<file path="src/rtl/fifo_wr_arbiter_if.sv">
// fifo_wr_arbiter_if
// Purpose: bundles the producer handshake and the FIFO write-port signals that
//          sit between NUM_REQ producers, the fifo_wr_arbiter and asynchfifo.
// Signals:
//   req_valid  NUM_REQ             producer i has a word to write
//   req_data   NUM_REQ*DATA_WIDTH  packed, producer i at [i*DATA_WIDTH +: DATA_WIDTH]
//   req_ready  NUM_REQ             one-hot (or zero) grant from the arbiter
//   full       1                   FIFO full flag
//   wr_en      1                   FIFO write enable
//   wdata      DATA_WIDTH          FIFO write data
// Modports:
//   master  environment side (producers + FIFO), drives req_valid/req_data/full
//   slave   arbiter side, drives req_ready/wr_en/wdata
interface fifo_wr_arbiter_if #(
  parameter int NUM_REQ    = 4,
  parameter int DATA_WIDTH = 8
);
  logic [NUM_REQ-1:0]            req_valid;
  logic [NUM_REQ*DATA_WIDTH-1:0] req_data;
  logic [NUM_REQ-1:0]            req_ready;
  logic                          full;
  logic                          wr_en;
  logic [DATA_WIDTH-1:0]         wdata;

  modport master (
    output req_valid, req_data, full,
    input  req_ready, wr_en, wdata
  );

  modport slave (
    input  req_valid, req_data, full,
    output req_ready, wr_en, wdata
  );
endinterface

</file>
<file path="src/rtl/fifo_wr_arbiter.sv">
// fifo_wr_arbiter
// Purpose: round-robin arbiter sharing the single write port of asynchfifo
//          among NUM_REQ producers, in the wr_clk domain. Grants only while the
//          FIFO is not full, and keeps saturating write/stall statistics.
// Ports:
//   wr_clk     in   write-domain clock, all logic on posedge
//   res        in   synchronous active-high reset
//   bus        slave modport of fifo_wr_arbiter_if (handshake + FIFO write port)
//   grant_id   out  index of the last requester that transferred (registered)
//   wr_cnt     out  total beats written, saturating
//   stall_cnt  out  cycles with any req_valid while full, saturating
// Build option: define FIFO_ARB_BURST_EN to let a winner keep the port for up
//   to BURST_LEN consecutive beats; undefined gives per-beat round-robin.
//
// state   | meaning
// --------+-----------------------------------------------------------------
// ST_IDLE | round-robin search from rr_ptr (only state without burst option)
// ST_LOCK | port owned by lock_id until BURST_LEN beats or lock_id drops valid
module fifo_wr_arbiter #(
  parameter int NUM_REQ    = 4,
  parameter int DATA_WIDTH = 8,
  parameter int CNT_WIDTH  = 16,
  parameter int BURST_LEN  = 4,
  localparam int IDW       = $clog2(NUM_REQ)
) (
  input  logic                 wr_clk,
  input  logic                 res,
  fifo_wr_arbiter_if.slave     bus,
  output logic [IDW-1:0]       grant_id,
  output logic [CNT_WIDTH-1:0] wr_cnt,
  output logic [CNT_WIDTH-1:0] stall_cnt
);

  typedef enum logic {ST_IDLE, ST_LOCK} state_t;

  state_t                state_q, state_d;
  logic [IDW-1:0]        rr_ptr_q, rr_ptr_d;
  logic                  win_found;
  logic [IDW-1:0]        win_idx;
  logic [NUM_REQ-1:0]    ready_c;
  logic                  wr_en_c;
  logic [DATA_WIDTH-1:0] wdata_c;

`ifdef FIFO_ARB_BURST_EN
  localparam int BCW = $clog2(BURST_LEN + 1);
  logic [IDW-1:0] lock_id_q, lock_id_d;
  logic [BCW-1:0] beat_cnt_q, beat_cnt_d;
`endif

  function automatic logic [IDW-1:0] next_id(input logic [IDW-1:0] k);
    return (k == IDW'(NUM_REQ - 1)) ? '0 : k + IDW'(1);
  endfunction

  // Winner search: indices at or above rr_ptr first, then the wrapped-around
  // ones below it, which gives the rr_ptr, rr_ptr+1, ... mod NUM_REQ order
  // without modulo arithmetic (NUM_REQ need not be a power of two).
  always_comb begin
    win_found = 1'b0;
    win_idx   = rr_ptr_q;
    if (state_q == ST_IDLE) begin
      for (int i = 0; i < NUM_REQ; i++) begin
        if (!win_found && bus.req_valid[i] && (IDW'(i) >= rr_ptr_q)) begin
          win_found = 1'b1;
          win_idx   = IDW'(i);
        end
      end
      for (int i = 0; i < NUM_REQ; i++) begin
        if (!win_found && bus.req_valid[i] && (IDW'(i) < rr_ptr_q)) begin
          win_found = 1'b1;
          win_idx   = IDW'(i);
        end
      end
    end
`ifdef FIFO_ARB_BURST_EN
    else begin
      win_found = bus.req_valid[lock_id_q];
      win_idx   = lock_id_q;
    end
`endif
  end

  // Grant is suppressed while full or in reset, so a write can never land on
  // a full FIFO and nothing leaks out during reset.
  always_comb begin
    ready_c = '0;
    wdata_c = '0;
    for (int i = 0; i < NUM_REQ; i++) begin
      if (win_found && !bus.full && !res && (win_idx == IDW'(i))) begin
        ready_c[i] = 1'b1;
        wdata_c    = bus.req_data[i*DATA_WIDTH +: DATA_WIDTH];
      end
    end
  end

  assign wr_en_c       = |(bus.req_valid & ready_c);
  assign bus.req_ready = ready_c;
  assign bus.wr_en     = wr_en_c;
  assign bus.wdata     = wdata_c;

  always_comb begin
    state_d  = state_q;
    rr_ptr_d = rr_ptr_q;
`ifdef FIFO_ARB_BURST_EN
    lock_id_d  = lock_id_q;
    beat_cnt_d = beat_cnt_q;
    case (state_q)
      ST_IDLE: begin
        if (wr_en_c) begin
          if (BURST_LEN <= 1) begin
            rr_ptr_d = next_id(win_idx);
          end else begin
            state_d    = ST_LOCK;
            lock_id_d  = win_idx;
            beat_cnt_d = BCW'(1);
          end
        end
      end
      ST_LOCK: begin
        // Owner gone: release even if full, otherwise the port would stall.
        if (!bus.req_valid[lock_id_q]) begin
          state_d    = ST_IDLE;
          rr_ptr_d   = next_id(lock_id_q);
          beat_cnt_d = '0;
        end else if (wr_en_c) begin
          if (beat_cnt_q == BCW'(BURST_LEN - 1)) begin
            state_d    = ST_IDLE;
            rr_ptr_d   = next_id(lock_id_q);
            beat_cnt_d = '0;
          end else begin
            beat_cnt_d = beat_cnt_q + BCW'(1);
          end
        end
      end
      default: state_d = ST_IDLE;
    endcase
`else
    state_d = ST_IDLE;
    if (wr_en_c) begin
      rr_ptr_d = next_id(win_idx);
    end
`endif
  end

  always_ff @(posedge wr_clk) begin
    if (res) begin
      state_q   <= ST_IDLE;
      rr_ptr_q  <= '0;
      grant_id  <= '0;
      wr_cnt    <= '0;
      stall_cnt <= '0;
`ifdef FIFO_ARB_BURST_EN
      lock_id_q  <= '0;
      beat_cnt_q <= '0;
`endif
    end else begin
      state_q  <= state_d;
      rr_ptr_q <= rr_ptr_d;
`ifdef FIFO_ARB_BURST_EN
      lock_id_q  <= lock_id_d;
      beat_cnt_q <= beat_cnt_d;
`endif
      if (wr_en_c) begin
        grant_id <= win_idx;
      end
      if (wr_en_c && (wr_cnt != '1)) begin
        wr_cnt <= wr_cnt + CNT_WIDTH'(1);
      end
      if ((|bus.req_valid) && bus.full && (stall_cnt != '1)) begin
        stall_cnt <= stall_cnt + CNT_WIDTH'(1);
      end
    end
  end

endmodule

</file>
<file path="src/flat_wrapper.sv">
// flat-port wrapper written by rule: the top's interface ports become plain ports
module fifo_wr_arbiter_flat 
#(
  parameter int NUM_REQ    = 4,
  parameter int DATA_WIDTH = 8,
  parameter int CNT_WIDTH  = 16,
  parameter int BURST_LEN  = 4,
  localparam int IDW       = $clog2(NUM_REQ)
)
  (wr_clk, res, grant_id, wr_cnt, stall_cnt, bus_req_valid, bus_req_data, bus_full, bus_req_ready, bus_wr_en, bus_wdata);
  fifo_wr_arbiter_if #(.NUM_REQ(NUM_REQ), .DATA_WIDTH(DATA_WIDTH)) bus_i ();
  input  logic wr_clk;
  input  logic res;
  output logic [IDW-1:0] grant_id;
  output logic [CNT_WIDTH-1:0] wr_cnt;
  output logic [CNT_WIDTH-1:0] stall_cnt;
  input wire logic [$bits(bus_i.req_valid)-1:0] bus_req_valid;
  input wire logic [$bits(bus_i.req_data)-1:0] bus_req_data;
  input wire logic [$bits(bus_i.full)-1:0] bus_full;
  output wire logic [$bits(bus_i.req_ready)-1:0] bus_req_ready;
  output wire logic [$bits(bus_i.wr_en)-1:0] bus_wr_en;
  output wire logic [$bits(bus_i.wdata)-1:0] bus_wdata;
  assign bus_i.req_valid = bus_req_valid;
  assign bus_i.req_data = bus_req_data;
  assign bus_i.full = bus_full;
  assign bus_req_ready = bus_i.req_ready;
  assign bus_wr_en = bus_i.wr_en;
  assign bus_wdata = bus_i.wdata;
  fifo_wr_arbiter #(.NUM_REQ(NUM_REQ), .DATA_WIDTH(DATA_WIDTH), .CNT_WIDTH(CNT_WIDTH), .BURST_LEN(BURST_LEN)) u_core (.wr_clk(wr_clk), .res(res), .bus(bus_i), .grant_id(grant_id), .wr_cnt(wr_cnt), .stall_cnt(stall_cnt));
endmodule
</file>
<file path="config.mk">
export PLATFORM = sky130hd
export DESIGN_NAME = fifo_wr_arbiter_flat
export DESIGN_NICKNAME = d
export VERILOG_FILES = /design/src/rtl/fifo_wr_arbiter_if.sv /design/src/rtl/fifo_wr_arbiter.sv /design/src/flat_wrapper.sv
export SDC_FILE = /design/constraint.sdc
export NUM_CORES = 1
export LEC_CHECK = 0
export ABC_AREA = 1
export ABC_CLOCK_PERIOD_IN_PS = 2000
export BUFFER_PORTS_ARGS = -buffer_cell sky130_fd_sc_hd__buf_4
export CAP_MARGIN = 30
export CORE_AREA = 5 5 81 83
export DETAILED_ROUTE_END_ITERATION = 7
export DIE_AREA = 0 0 86 88
export PLACE_DENSITY = 0.74
export SYNTH_ARGS = -nofsm -noshare
export SYNTH_HDL_FRONTEND = slang
export SYNTH_SLANG_ARGS = --single-unit
export TNS_END_PERCENT = 50
</file>
<file path="constraint.sdc">
create_clock -name wr_clk -period 2 [get_ports wr_clk]
set_input_delay 0.1 -clock wr_clk [delete_from_list [all_inputs] [get_ports wr_clk]]
set_output_delay 0.1 -clock wr_clk [all_outputs]
set_load 0.01 [all_outputs]
</file>
==> flow_summary.toml <==
[floorplanning]
core-area_um2 = 5780
die-area_um2 = 7570
io_pins = 86
initial_core_util_pct = 42.7
die_w_um = 86
die_h_um = 88
rows = 28

[global_route]
global_route.usage.met2_pct = 32.1
grtUsageMet1_pct = 22.7
grt_pass1_vias = 2776
grt_max_degree = 21
grt_antenna_before_repair = 0
grtUsageTotal_pct = 18.7
overflow = 0
grt_pass1_wl_um = 11900
busiest_layer = "met2"
grtUsageMet3_pct = 3.01

[hold_path]
whs_path_depth = 2
hold_path_end = "u_core.rr_ptr_q[0]"
hold_start = "res"
min_path_type = "in -> reg"

[cells_and_area]
final_nets = 554
fin_util_pct = 66.5
areaGrowthSynthToFinish_pct = 55.8
diodes = 0
final_common_cell = "buf_4"
drive_gt1_share_pct = 38.7
layout_common_cells = "buf_4, nand2_1, nor2_1"

[flow_run]
maxCapViolCount = 0

[clock_tree]
clkLatencyLatePin_ps = 290
cts_inserted_buffers = 5
clock-sinks = 36
path_clk_slew_ps = 70
cts.path.max_buffers = 2
postCtsHoldBufs = 0
cts_tree = "done"
clock_tree.root_cell = "clkbuf_8"
htree_levels = 2

[timing]
rsz0062_at_grt = "yes"
finalCritPeriodShare_pct = 119
finalHoldViolCount = 0
setup_viol = 32
drv_slew = 0
tightest_slew_ps = 496
setup_ws_ps = -388
min_period_ps = 2390
max_freq_ghz = 0.419
max_slew_margin_pct = 66.6
clock_skew_ps = 4.96

[drt]
wire_per_inst_um = 12.8
vias_per_cell = 5.09
route.detailed.drc = 0
drtIter0Drc = 90
via_count = 2986
first_pass_iters = 4
postRouteWirelength_um = 7530
antenna_left = 0

[worst_setup_path]
crit_arrival_ps = 2290
crit_path_max_fanout = 11
reg2reg_from = "u_core.rr_ptr_q[1]"
crit_top_cell = "nand2_1"
crit_required_ps = 1900
rrSetupSlack_ps = -270
slowest_stage = "dfxtp_4"
worstSetupPathType = "reg -> out"
cp-start-kind = "flip-flop"
cp-end-kind = "primary output"
r2r_cells = 16
cp_cell_sequence = "nor2_4 -> nand2_1 -> nand2_2 -> buf_4 -> o211ai_2 -> nand2_1 -> nor2_4 -> buf_6 -> nand3_4 -> or2_2 -> nand3_1 -> nand2_1 -> buf_6"
max_stage_delay_ps = 400
r2r-end = "u_core.wr_cnt[1]"

[synth]
ys.flop_type = "dfxtp_1"
synth_cell_type_count = 38
syn_nets = 439
synth-seq-cells = 36
synth_edf_count = 0
synth_cells = 396
synthArstFlopShare_pct = 0
synth_area_per_cell_um2 = 6.23
synth_area_um2 = 2470
yosysWarnings = 0
yosysSeqAreaShare_pct = 29.2

[place]
gp_congestion = 0.900
dpl.hpwl_um = 5410
portBuffers = 85

[pwr]
max-vdd-ir-drop_uv = 643
power_density_nw_per_um2 = 610
leakagePower_nw = 1.81
power_mw = 2.35

[run_status]
violations = "setup timing"
status = "finished with violations"
==> kinds of logic after synthesis <==
family	count (synthesis)	synth area share, %
and+or+nand+nor	254	47.5
buffers and inverters	53	9.43
AOI/OAI and AO/OA	42	9.38
DFF	36	29.2
xor gates and xnor gates	7	2.48
adders and majority gates	4	2.03
==> cell usage after synthesis, types with 2 or more instances <==
library cell / instances / share of area, %
nand2_1: 92 / 14
nor2_1: 65 / 9.9
nand3_1: 54 / 11
dfxtp_1: 36 / 29
inv_1: 35 / 5.3
a21oi_1: 28 / 5.7
nand4_1: 13 / 3.3
or2_2: 7 / 1.8
inv_2: 5 / 0.76
xor2_1: 5 / 1.8
buf_6: 4 / 1.8
clkbuf_1: 4 / 0.61
ha_1: 4 / 2.0
o21ai_0: 4 / 0.81
buf_2: 3 / 0.61
nand2_2: 3 / 0.76
nor2_2: 3 / 0.76
nor3_1: 3 / 0.61
o21ai_1: 3 / 0.61
and3_1: 2 / 0.51
clkinv_1: 2 / 0.30
nand3_4: 2 / 1.4
nor3b_1: 2 / 0.61
nor4_1: 2 / 0.51
xnor2_1: 2 / 0.71
==> worst max-delay path: cells and delay by family (launching register included) <==
kind | cells | cell delay [ps]
AOI/OAI and AO/OA | 1 | 150
and+or+nand+nor | 9 | 1050
buffers and inverters | 3 | 390
DFF | 1 | 400
==> worst max-delay path by stage <==
stage / start / endpoint / slack (ps) / cells after the start
2_1_floorplan: u_core.rr_ptr_q[1] / u_core.wr_cnt[12] / -60 / 17
3_3_place_gp: u_core.rr_ptr_q[1] / u_core.wr_cnt[14] / -120 / 17
5_1_grt: u_core.rr_ptr_q[1] / bus_wdata[1] / -510 / 13
6_report: u_core.rr_ptr_q[1] / bus_wdata[1] / -390 / 13
3_5_place_dp: u_core.rr_ptr_q[1] / u_core.wr_cnt[5] / -200 / 17
4_1_cts: u_core.rr_ptr_q[1] / bus_wdata[5] / -320 / 15
==> where the power goes <==
group	internal (mW)	switching [mW]	leakage [nW]
Sequential	0.751	0.0383	0.293
Clock	0.281	0.251	0.0455
Combinational	0.525	0.499	1.47
==> registers in the layout, summed over array words and instances (netlist names) <==
register          flops
u_core.grant_id       2
u_core.rr_ptr_q       2
u_core.stall_cnt     16
u_core.wr_cnt        16
==> routing by layer <==
layer | vias to the layer above | part of all wire (%)
li1 | 1522 | -
met1 | 1368 | 42
met2 | 80 | 49
met3 | 16 | 6.2
met4 | 0 | 2.2
met5 | - | 0
==> per-stage QoR <==
| step | instances | setup TNS, ps | worst slack, ps | hold WS (ps) | instance area [um^2] |
|---|---|---|---|---|---|
| after global placement | 571 | -2310 | -123 | 377 | 3410 |
| after detailed placement | 571 | -3950 | -196 | 376 | 3410 |
| after CTS | 585 | -5970 | -324 | 65.1 | 3700 |
| after floorplan | 396 | -996 | -59.2 | 324 | 2530 |
| after global routing | 587 | -13240 | -514 | 74.8 | 3840 |
| final | 587 | -7980 | -388 | 62.7 | 3840 |
==> area by class of cell <==
class / instances / area [um^2]
fill: 532 / 1940
sequential: 36 / 728
timing repair buffer: 119 / 1020
clock buffer: 8 / 90.1
multi-input combinational: 307 / 1740
inverter: 42 / 175
tap: 75 / 93.8
==> timing repair <==
item,in CTS,in global routing
pin swaps,23,13
gates cloned,1,2
buffers inserted,5,0
gates resized for setup,40,26
endpoints found under the setup margin,32,37
Power figures use the tool's default switching activity.
